$ cat src/rtl/osf_pipe_arbiter.sv
// Round-robin arbiter that merges N_ADC oversample-filter channels into one pipe FIFO as two-word tagged frames.
// Latency: grant 1 cycle after capture, registered header/data words 1 cycle after HDR/DATA; frames stall in place while fifo_ready_in=0.
module osf_pipe_arbiter #(
  parameter int N_ADC      = 8,
  parameter int W_ADC_DATA = 18,
  parameter int W_EP       = 16,
  parameter int W_DROP     = 16
) (
  input  logic                        clk50_in,
  input  logic                        rst_n_in,
  input  logic                        flush_in,
  input  logic [N_ADC-1:0]            chan_en_in,
  input  logic [N_ADC-1:0]            data_valid_in,
  input  logic [N_ADC*W_ADC_DATA-1:0] data_packed_in,
  input  logic                        fifo_ready_in,
  output logic                        out_valid_out,
  output logic [W_EP-1:0]             out_data_out,
  output logic [W_DROP-1:0]           drop_count_out,
  output logic                        busy_out
);

  localparam int IDX_W = (N_ADC > 1) ? $clog2(N_ADC) : 1;
  localparam logic [1:0] ST_IDLE = 2'd0;
  localparam logic [1:0] ST_HDR  = 2'd1;
  localparam logic [1:0] ST_DATA = 2'd2;
  localparam logic [IDX_W-1:0] LAST_RST = IDX_W'(N_ADC - 1);

  logic [W_ADC_DATA-1:0] sample [N_ADC];

  logic [1:0]            state_q, state_d;
  logic [N_ADC-1:0]      pend_q, pend_d;
  logic [W_ADC_DATA-1:0] hold_q [N_ADC];
  logic [W_ADC_DATA-1:0] hold_d [N_ADC];
  logic [IDX_W-1:0]      last_q, last_d;
  logic [3:0]            gnt_q, gnt_d;
  logic [W_EP-1:0]       frame_q, frame_d;
  logic [7:0]            seq_q, seq_d;
  logic [W_DROP-1:0]     drop_q, drop_d;
  logic                  out_valid_q, out_valid_d;
  logic [W_EP-1:0]       out_data_q, out_data_d;

  logic                  rr_found;
  logic [IDX_W-1:0]      gnt_idx;
  logic                  gnt_go;
  logic [N_ADC-1:0]      gnt_oh;
  logic [4:0]            drops;
  logic [W_DROP:0]       drop_sum;
  logic [15:0]           hdr_word;
  int                    cand;

  genvar gi;
  generate
    for (gi = 0; gi < N_ADC; gi++) begin : g_unpack
      assign sample[gi] = data_packed_in[gi*W_ADC_DATA +: W_ADC_DATA];
    end
  endgenerate

  // Search starts one past the last granted channel and wraps at N_ADC.
  always_comb begin
    rr_found = 1'b0;
    gnt_idx  = last_q;
    cand     = 0;
    for (int k = 1; k <= N_ADC; k++) begin
      cand = int'(last_q) + k;
      if (cand >= N_ADC) cand = cand - N_ADC;
      if (!rr_found && pend_q[IDX_W'(cand)]) begin
        rr_found = 1'b1;
        gnt_idx  = IDX_W'(cand);
      end
    end
  end

  assign gnt_go   = (state_q == ST_IDLE) && fifo_ready_in && rr_found;
  assign hdr_word = {4'hA, gnt_q, seq_q};

  always_comb begin
    gnt_oh = '0;
    if (gnt_go) gnt_oh[gnt_idx] = 1'b1;
  end

  // A capture in the grant cycle re-arms the channel with fresh data rather than counting as an overrun.
  always_comb begin
    pend_d = pend_q;
    hold_d = hold_q;
    drops  = 5'd0;
    for (int a = 0; a < N_ADC; a++) begin
      if (gnt_oh[a]) pend_d[a] = 1'b0;
      if (!chan_en_in[a]) begin
        pend_d[a] = 1'b0;
      end else if (data_valid_in[a]) begin
        hold_d[a] = sample[a];
        pend_d[a] = 1'b1;
        if (pend_q[a] && !gnt_oh[a]) drops = drops + 5'd1;
      end
    end
    drop_sum = {1'b0, drop_q} + (W_DROP+1)'(drops);
    drop_d   = drop_sum[W_DROP] ? {W_DROP{1'b1}} : drop_sum[W_DROP-1:0];
  end

  always_comb begin
    state_d     = state_q;
    last_d      = last_q;
    gnt_d       = gnt_q;
    frame_d     = frame_q;
    seq_d       = seq_q;
    out_valid_d = 1'b0;
    out_data_d  = out_data_q;
    case (state_q)
      ST_IDLE: begin
        if (gnt_go) begin
          frame_d = hold_q[gnt_idx][W_ADC_DATA-1 -: W_EP];
          gnt_d   = 4'(gnt_idx);
          last_d  = gnt_idx;
          state_d = ST_HDR;
        end
      end
      ST_HDR: begin
        if (fifo_ready_in) begin
          out_valid_d = 1'b1;
          out_data_d  = W_EP'(hdr_word);
          state_d     = ST_DATA;
        end
      end
      ST_DATA: begin
        if (fifo_ready_in) begin
          out_valid_d = 1'b1;
          out_data_d  = frame_q;
          seq_d       = seq_q + 8'd1;
          state_d     = ST_IDLE;
        end
      end
      default: state_d = ST_IDLE;
    endcase
  end

  always_ff @(posedge clk50_in or negedge rst_n_in) begin
    if (!rst_n_in) begin
      state_q     <= ST_IDLE;
      pend_q      <= '0;
      for (int a = 0; a < N_ADC; a++) hold_q[a] <= '0;
      last_q      <= LAST_RST;
      gnt_q       <= '0;
      frame_q     <= '0;
      seq_q       <= '0;
      drop_q      <= '0;
      out_valid_q <= 1'b0;
      out_data_q  <= '0;
    end else if (flush_in) begin
      // Flush discards any in-flight frame; nothing more is written for it.
      state_q     <= ST_IDLE;
      pend_q      <= '0;
      for (int a = 0; a < N_ADC; a++) hold_q[a] <= '0;
      last_q      <= LAST_RST;
      gnt_q       <= '0;
      frame_q     <= '0;
      seq_q       <= '0;
      drop_q      <= '0;
      out_valid_q <= 1'b0;
      out_data_q  <= '0;
    end else begin
      state_q     <= state_d;
      pend_q      <= pend_d;
      hold_q      <= hold_d;
      last_q      <= last_d;
      gnt_q       <= gnt_d;
      frame_q     <= frame_d;
      seq_q       <= seq_d;
      drop_q      <= drop_d;
      out_valid_q <= out_valid_d;
      out_data_q  <= out_data_d;
    end
  end

  assign out_valid_out  = out_valid_q;
  assign out_data_out   = out_data_q;
  assign drop_count_out = drop_q;
  assign busy_out       = (state_q != ST_IDLE);

endmodule
$ cat config.mk
export PLATFORM = sky130hd
export DESIGN_NAME = osf_pipe_arbiter
export DESIGN_NICKNAME = d
export VERILOG_FILES = /design/src/rtl/osf_pipe_arbiter.sv
export SDC_FILE = /design/constraint.sdc
export NUM_CORES = 1
export LEC_CHECK = 0
export CORE_UTILIZATION = 36
export DETAILED_ROUTE_END_ITERATION = 6
export PLACE_DENSITY = 0.65
export SLEW_MARGIN = 20
export SYNTH_ARGS = -nofsm -noshare
export SYNTH_HDL_FRONTEND = slang
export SYNTH_SLANG_ARGS = --single-unit
$ cat constraint.sdc
create_clock -name clk50_in -period 12.62 [get_ports clk50_in]
set_input_delay 2.524 -clock clk50_in [delete_from_list [all_inputs] [get_ports clk50_in]]
set_output_delay 2.524 -clock clk50_in [all_outputs]
set_load 0.1 [all_outputs]
# --- Word level (Yosys, flattened, before mapping) ---
# Cells that the tools add are included.
# W data, S select, Z words.
totals:
  in_bits: 164
  out_inout_bits: 34
  mem_bits_rw: 0
  elab_cells: 297
  memories: 0
  romBits: 0
  latchBits: 0
  register_bits: 218
classes:
  div_mod_pow: 0
  addsub: 25
  order_cmp: 19
  mux: 146
  shift: 0
  n_reduce_logical: 69
  bitwise_logic: 1
  multipliers: 0
  n_eq_ne: 13
ops:
  columns: ["cell", "count"]
  rows:
  - ["$mux W18", 18]
  - ["$mux W144", 1]
  - ["$mux W16", 8]
  - ["$mux W5", 21]
  - ["$mux W3", 19]
  - ["$mux W1", 55]
  - ["$bmux W18 S3", 1]
  - ["$reduce_bool A2 Y1", 21]
  - ["$lt A3 B5 Y1 const B", 8]
  - ["$mux W8", 5]
  - ["$add A5 B1 Y5 const B", 7]
  - ["$ge A4 B4 Y1 const B", 8]
  - ["$ne A4 B2 Y1 const B", 8]
  - ["$pmux W16 S2", 1]
  - ["$bmux W1 S3", 8]
  - ["$sub A3 B1 Y3 const B", 8]
  - ["$reduce_and A2 Y1", 10]
  - ["$logic_and A1 B1 Y1", 18]
  - ["$add A16 B5 Y17", 1]
  - ["$add A3 B3 Y4 const B", 4]
  - ["$logic_not A1 Y1", 15]
  - ["$mux W4", 3]
  - ["$ne A3 B3 Y1 const B", 3]
  - ["$add A3 B2 Y4 const B", 2]
  - ["other kinds (16)", 20]

# --- Longest topological paths before layout ---
# Gate-level depths: netlist of the first run.
logic_depth:
  ltp_word: 69
  mapped_depth: 45
  ltp_nobuf: 42

# --- Least setup slack after synthesis of the first run ---
# Ideal clock, no wire load.
synth_path:
  kind: "register to register"
  startpoint: "register last_q[0]"
  endpoint: "register drop_q[10] (netlist: drop_count_out[10])"
  required_time_ps: 12483
  path_stages_with_launch: 43
  path_slack_ps: 3741
  setup_time_ps: 137
  period_less_slack_ps: 8879
  n_path_buf: 4
  arrival_ps: 8742
  cell_sequence: "dfstp_2 -> buf_6 -> clkbuf_1 -> inv_1 -> ha_1 -> buf_2 -> inv_1 -> and2_1 -> a221o_1 -> nand4b_4 -> or2_4 -> or3_4 -> nand2_1 -> nand2_1 -> o21ai_0 -> nor2_1 -> ha_1 -> nand2_1 -> [... 7 more ...] -> nor2_1 -> ha_1 -> nor2_1 -> a31oi_1 -> ha_1 -> mux2_2 -> ha_1 -> mux2_2 -> fa_1 -> a21oi_1 -> nor2_1 -> nor2_1 -> nor2b_1 -> o21ai_0 -> nor3_1 -> nand4_1 -> clkbuf_1 -> a21oi_1"
synth_via:
  elab_chain_cells: 69
  elab_cells_between_ends: 143
  cone_classes: "add/sub: 24; order compare: 10; mux: 77; reduce/logical: 32"
synth_lines:
  columns: ["item", "line_no", "source"]
  rows:
  - ["start: declaration", "34", "logic [IDX_W-1:0] last_q, last_d;"]
  - ["start signal: assignment", "164", "last_q <= last_d;"]
  - ["$add A3 B1 Y4", "64", "cand = int'(last_q) + k;"]
  - ["$ge A4 B4 Y1 / $sub A3 B1 Y3 (equally long branches)", "65", "if (cand >= N_ADC) cand = cand - N_ADC;"]
  - ["$mux W3", "65", null]
  - ["$bmux W1 S3", "66", "if (!rr_found && pend_q[IDX_W'(cand)]) begin"]
  - ["$mux W1 (implied by the code) (2 in a row)", "66", null]
  - ["$mux W1", "66", null]
  - ["$logic_not A1 Y1", "66", null]
  - ["$logic_and A1 B1 Y1", "66", null]
  - ["[... 52 more ...]", null, null]
  - ["$mux W5", "88", "if (!chan_en_in[a]) begin"]
  - ["$add A5 B1 Y5", "93", "if (pend_q[a] && !gnt_oh[a]) drops = drops + 5'd1;"]
  - ["$mux W5", "93", null]
  - ["$mux W5", "90", "end else if (data_valid_in[a]) begin"]
  - ["$mux W5 *", "88", null]
  - ["$add A16 B5 Y17 *", "96", "drop_sum = {1'b0, drop_q} + (W_DROP+1)'(drops);"]
  - ["$mux W16 *", "97", "drop_d = drop_sum[W_DROP] ? {W_DROP{1'b1}} : drop_sum[W_DROP-1:0];"]
  - ["$mux W16 *", "148", "end else if (flush_in) begin"]
  - ["end signal: assignment", "168", "drop_q <= drop_d;"]
  - ["end: declaration", "38", "logic [W_DROP-1:0] drop_q, drop_d;"]
# Mark *: on every way between the ends. The rest lies on a longest branch, timed or not. The select of a mux whose other input is x is not followed.
# A chain may end at the register's enable or synchronous reset.

# --- Worst setup path in the final report of the first run ---
layout_path:
  startpoint: "register last_q[1]"
  endpoint: "register drop_q[1] (netlist: drop_count_out[1])"
# Same word-level chain as after synthesis.

==> results of run 1 <==
-- metrics by stage --
step | worst slack [ns] | area (um2)
final | 1.624 | 13840
after global routing | 0.8222 | 13830
after CTS | 1.691 | 13830
after detailed placement | 1.689 | 13110
after global placement | 1.916 | 13100
after floorplan | 3.741 | 11070
-- worst max-delay path: cells and delay by family (launching register included) --
family                     cells  cell delay, ns
AOI/OAI and AO/OA              9            2.51
xor gates and xnor gates       1            0.10
adders and majority gates      8            2.79
buffers and inverters          2            0.37
DFF                            1            0.67
muxes                          3            0.77
and+or+nand+nor               15            3.64
-- layout make-up --
class / count / area (um2)
tap: 390 / 488.0
multi-input combinational: 952 / 5662
timing repair buffer: 188 / 1866
antenna: 2 / 5.005
sequential: 201 / 5034
clock buffer: 32 / 639.4
inverter: 16 / 60.06
fill: 2946 / 16110
clock inverter: 8 / 86.33
-- power breakdown --
part	internal, mW	switching [mW]	total (mW)
logic	0.838	1.68	2.52
clock network	0.376	0.276	0.652
registers	0.702	0.0607	0.763
-- synthesized netlist by cell type (all sizes together), types with 15 or more instances --
cell type / instances
clkbuf: 65
xnor2: 18
a21oi: 163
mux2i: 33
dfrtp: 198
o22ai: 18
mux2: 26
nor2: 64
inv: 15
ha: 19
nand3: 24
o21ai: 35
nand2: 352
xor2: 18
-- worst max path at each step --
stage	end	start	slack, ns	cells after the start
floorplan	drop_count_out[10]$_DFF_PN0_	last_q[0]$_DFFE_PN1P_	3.74	42
global placement	drop_count_out[1]$_DFF_PN0_	last_q[1]$_DFFE_PN1P_	1.92	38
detailed placement	drop_count_out[1]$_DFF_PN0_	last_q[1]$_DFFE_PN1P_	1.69	38
CTS	drop_count_out[1]$_DFF_PN0_	last_q[1]$_DFFE_PN1P_	1.69	38
global route	drop_count_out[0]$_DFF_PN0_	last_q[1]$_DFFE_PN1P_	0.82	38
finish	drop_count_out[1]$_DFF_PN0_	last_q[1]$_DFFE_PN1P_	1.62	38
-- metal layers --
| metal | GRT usage | up-vias |
|---|---|---|
| met3 | 0.03021 | 62 |
| met1 | 0.2989 | 4723 |
| met5 | 0 | - |
| met2 | 0.3454 | 313 |
| met4 | 0.07123 | 0 |
| li1 | - | 4630 |
-- flip-flops by register name, indices dropped and copies added (netlist names) --
register	cells
drop_count_out	16
frame_q	16
gnt_q	3
hold_q	128
last_q	3
out_data_out	16
out_valid_out	1
pend_q	8
seq_q	8
state_q	2
-- kinds of logic (layout without fill, tap and decap cells) --
family / count (synthesis) / in the layout / synth area share
AND/OR/NAND/NOR: 501 / 501 / 0.1904
adder cells (fa/ha/maj): 21 / 21 / 0.02418
other: 0 / 2 / 0
multiplexers: 65 / 65 / 0.07063
AO/OA/AOI/OAI: 328 / 328 / 0.1908
XOR/XNOR: 37 / 37 / 0.03469
buffers and inverters: 95 / 244 / 0.03469
flip-flops: 201 / 201 / 0.4546
==> run_results.csv, run 1 <==
group,metric,value,unit
synth,synthArstFlopShare,1.000,
detailed_routing,highest_layer,"met4",
global_routing,grt_max_degree,103,
synth,synth_seq_cells,201,
flow_run,maxCapViolCount,0,
cells_and_area,drive_above_1_share,0.07731,
critical_path,end_kind,"flop",
cts,cts_resized,0,
critical_path,crit_fanout,20,
sta,drv_slew,0,
detailed_routing,wl,33540,um
power_and_ir_drop,powerDensity,284.2,nW/um2
synth,synth.distinct_cells,89,
synth,synth_area_leader_cell,"dfrtp_1",
critical_path,timing.critical_path.mode_cell,"ha_1",
detailed_routing,dr.pass1.iters,5,
worst_hold_path,hold_path_depth,2,
floorplan,die_h,177.4,um
floorplan,core-area,29950,um2
detailed_routing,wl_met1,14800,um
cts,cts_tree,"done",
floorplan,die_area,31460,um2
cts,cts_sinks,201,
placed_design,hpwl,24200,um
synth,ys_warn_count,0,
detailed_routing,wl_met2,15740,um
floorplan,die_w,177.4,um
cts,cts.hold.buffers_added,0,
critical_path,arrival,11.43,ns
floorplan,rows,63,
global_routing,grt-ovfl-total,0,
synth,synth_seq_area_share,0.4546,
synth,netlist.area_leader.share,0.4475,
critical_path,required,13.05,ns
placed_design,place_inst,1747,
cells_and_area,syn_to_final_growth,25.00,%
critical_path,critPathSlowestCell,"ha_1",
cells_and_area,mostFrequentLayoutCells,"nand2_1, dfrtp_1, clkdlybuf4s50_1",
critical_path,r2r_cells,38,
detailed_routing,wire_per_inst,18.75,um
placed_design,port_buffers,181,
synth,syn_nets,1432,
sta,hold_viol_final,0,
detailed_routing,vias,9728,
cells_and_area,layout_commonest_cell,"nand2_1",
sta,fin_crit_sh,0.8713,
power_and_ir_drop,finalPower,3.933,mW
critical_path,reg2reg_slack,1.62,ns
sta,period_needed,11.00,ns
detailed_routing,viasPerCell,5.438,
power_and_ir_drop,peakVddDrop,0.2459,mV
cts,clkLatencyLatePin,0.53,ns
sta,tightestPinTransition,1.105,ns
global_routing,grt_pass1_vias,9522,
worst_hold_path,min_path_type,"flop to flop",
cts,cts_htree_levels,1,
detailed_routing,dr_wl_met3,1933,um
cts,clock_path_buffers,3,
cts,cts_buffers,23,
detailed_routing,dr.first_iter.drc_count,706,
synth,synth_edf_count,0,
sta,setup_viol,0,
sta,clock_skew,0.01728,ns
critical_path,timing.rr.start,"last_q[1]$_DFFE_PN1P_",
placed_design,place_congestion,0.8973,
synth,synthFlopType,"dfrtp_1",
synth,synth.area.top_cells,"dfrtp_1, nand2_1, a21oi_1",
sta,worst_hold_slack,0.4794,ns
cells_and_area,nNetsFinal,1566,
global_routing,groute.usage.overall,0.2156,
cts,clkTransAtPathRegs,0.06,ns
status,status,"finished, final reports clean",
critical_path,crit_type,"flop to flop",
global_routing,antenna_found_initial,1,
critical_path,cpPeakStageDelay,0.75,ns
power_and_ir_drop,leakagePower,5.894,nW
sta,rsz0062_at_grt,"false",
global_routing,grt_pass1_wl,52650,um
synth,syn_avg_cell_area,8.872,um2
critical_path,cp-start-kind,"flop",
worst_hold_path,min-delay-start,"out_data_out[15]$_DFFE_PN0P_",
sta,setup_tns,0,ns
cts,post-cts-setup-buffers,0,
floorplan,initial_core_util,0.3696,
cells_and_area,layoutNonFillerInstCount,1789,
synth,syn_inst,1248,
cells_and_area,finish.utilization,0.4620,
floorplan,ios,198,
worst_hold_path,min_to,"out_data_out[15]$_DFFE_PN0P_",
detailed_routing,antenna_left,0,
detailed_routing,drcViolationCount,0,
sta,max_freq,0.09095,GHz
sta,relSlewSlack,0.2608,
cts,clockRootBuffer,"clkbuf_16",
critical_path,r2r_end,"drop_count_out[1]$_DFF_PN0_",
synth,syn_area,11070,um2
No activity file was read; power rests on OpenSTA's default activity.
==> inputs of run 2 (changes only) <==
Settings changed: SKIP_LAST_GASP set to 1.
==> results of run 2 <==
Same layout as run 1: the final DEF is identical, and so are final timing and power.
==> inputs of run 3 (changes only) <==
Settings changed: CORE_MARGIN set to 3.
==> run 3 against run 2 <==
Compared with the run above: combinational power barely moved; first-iteration DRC count fell by 4.8%; wire length fell by 0.30%; power fell by 0.50%; clock skew rose by 0.013 ns; utilization rose by 0.050 points; hold slack got worse by 0.0040 ns; critical path depth did not move; global-route usage fell by 2.0 points; final area rose by 0.11%; clock power barely moved; critical path type unchanged.
==> run_results.csv, run 3 (same netlist as run 1, synthesis figures left out) <==
group,metric,value,unit
sta,clock_skew,0.03048,ns
floorplan,die_h,181.4,um
detailed_routing,drcViolationCount,0,
power_and_ir_drop,leakagePower,5.906,nW
critical_path,arrival,11.23,ns
cells_and_area,layout_commonest_cell,"nand2_1",
floorplan,core-area,29950,um2
sta,fin_crit_sh,0.8556,
detailed_routing,dr.first_iter.drc_count,672,
placed_design,place_congestion,0.8816,
cts,clockRootBuffer,"clkbuf_16",
sta,tightestPinTransition,1.009,ns
sta,worst_hold_slack,0.4754,ns
floorplan,die_w,181.4,um
critical_path,cp.buffers_inverters,2,
sta,drv_slew,0,
power_and_ir_drop,powerDensity,282.4,nW/um2
detailed_routing,vias,9621,
cts,post-cts-setup-buffers,0,
global_routing,grt-ovfl-total,0,
detailed_routing,wire_per_inst,18.71,um
placed_design,hpwl,24260,um
power_and_ir_drop,peakVddDrop,0.2577,mV
placed_design,placed_cell_area,13120,um2
worst_hold_path,min_path_type,"flop to flop",
cts,cts.hold.buffers_added,0,
global_routing,groute.usage.overall,0.1956,
critical_path,required,13.05,ns
cells_and_area,antennaDiodeCount,0,
floorplan,rows,63,
sta,relSlewSlack,0.3254,
cts,cts_buffers,24,
detailed_routing,viasPerCell,5.384,
global_routing,grt_max_degree,131,
critical_path,timing.critical_path.mode_cell,"ha_1",
cells_and_area,finish.utilization,0.4625,
cells_and_area,n_fill_cell,2951,
cells_and_area,nNetsFinal,1569,
cts,clock_path_buffers,3,
cells_and_area,mostFrequentLayoutCells,"nand2_1, dfrtp_1, clkdlybuf4s50_1",
critical_path,crit_fanout,20,
global_routing,antenna_found_initial,0,
status,status,"finished, final reports clean",
global_routing,grt_pass1_wl,51970,um
cells_and_area,syn_to_final_growth,25.13,%
global_routing,grt_pass1_vias,9518,
cts,cts_tree,"done",
cts,cts_resized,0,
cts,cts_htree_levels,1,
sta,hold_viol_final,0,
floorplan,initial_core_util,0.3696,
sta,max_freq,0.09261,GHz
critical_path,cp-start-kind,"flop",
critical_path,end_kind,"flop",
cts,clkLatencyLatePin,0.54,ns
detailed_routing,wl,33440,um
detailed_routing,dr.pass1.iters,4,
sta,rsz0062_at_grt,"false",
floorplan,die_area,32900,um2
sta,setup_viol,0,
cells_and_area,largest_register_ffs,128,
cts,clkTransAtPathRegs,0.06,ns
detailed_routing,antenna_left,0,
critical_path,cpPeakStageDelay,0.75,ns
critical_path,cp_top_family,"simple AND/OR/NAND/NOR gates",
flow_run,maxCapViolCount,0,
cells_and_area,design_area,13850,um2
critical_path,critPathSlowestCell,"ha_1",
floorplan,ios,198,
sta,period_needed,10.80,ns
cells_and_area,largest_register,"hold_q",
cts,cts_sinks,201,
placed_design,port_buffers,181,
sta,setup_tns,0,ns
cells_and_area,drive_above_1_share,0.07731,
critical_path,crit_type,"flop to flop",
run 3: layout make-up:
| type | instances | area (um2) | share of cell area |
|---|---|---|---|
| clock inverter | 6 | 83.83 | 0.006051 |
| clock buffer | 32 | 650.6 | 0.04696 |
| multi-input combinational | 952 | 5657 | 0.4083 |
| sequential | 201 | 5034 | 0.3633 |
| timing repair buffer | 190 | 1882 | 0.1358 |
| tap | 390 | 488.0 | 0.03522 |
| inverter | 16 | 60.06 | 0.004335 |
run 3: path summary, 6_finish.rpt:
kind | to | from | slack, ns | cells after the start
max | drop_count_out[1]$_DFF_PN0_ | last_q[1]$_DFFE_PN1P_ | 1.82 | 38
min | out_data_out[10]$_DFFE_PN0P_ | out_data_out[10]$_DFFE_PN0P_ | 0.48 | 2
max reg2reg | drop_count_out[1]$_DFF_PN0_ | last_q[1]$_DFFE_PN1P_ | 1.82 | 38
min reg2reg | out_data_out[10]$_DFFE_PN0P_ | out_data_out[10]$_DFFE_PN0P_ | 0.48 | 2
max in group asynchronous | out_data_out[1]$_DFFE_PN0P_ | rst_n_in | 8.99 | 2
min in group asynchronous | hold_q[62]$_DFFE_PN0P_ | rst_n_in | 2.10 | 1
run 3: through the flow:
stage | worst slack, ns | cells | power (mW)
4_1_cts | 1.767 | 1787 | 3.908
2_1_floorplan | 3.741 | 1248 | 2.507
3_5_place_dp | 1.838 | 1749 | 3.251
6_report | 1.822 | 1787 | 3.913
5_1_grt | 0.7866 | 1787 | 4.128
3_3_place_gp | 1.947 | 1749 | 3.233
run 3: metal layers:
metal / wire, um / track usage / vias up
met5: 0 / 0 / -
met4: 1100 / 0.05820 / 0
met3: 1765 / 0.02544 / 63
met2: 15840 / 0.3233 / 307
met1: 14730 / 0.2697 / 4625
li1: - / - / 4626
run 3: tightest hold or removal path, stage by stage (launching register included):
cell     delay, ns
dfrtp_1       0.34
nand2_1       0.05
o31ai_1       0.05
run 3: power breakdown:
group	internal (mW)	switching, mW	leakage (nW)
combinational	0.841	1.66	2.82
clock	0.381	0.269	0.359
sequential	0.702	0.0592	2.73
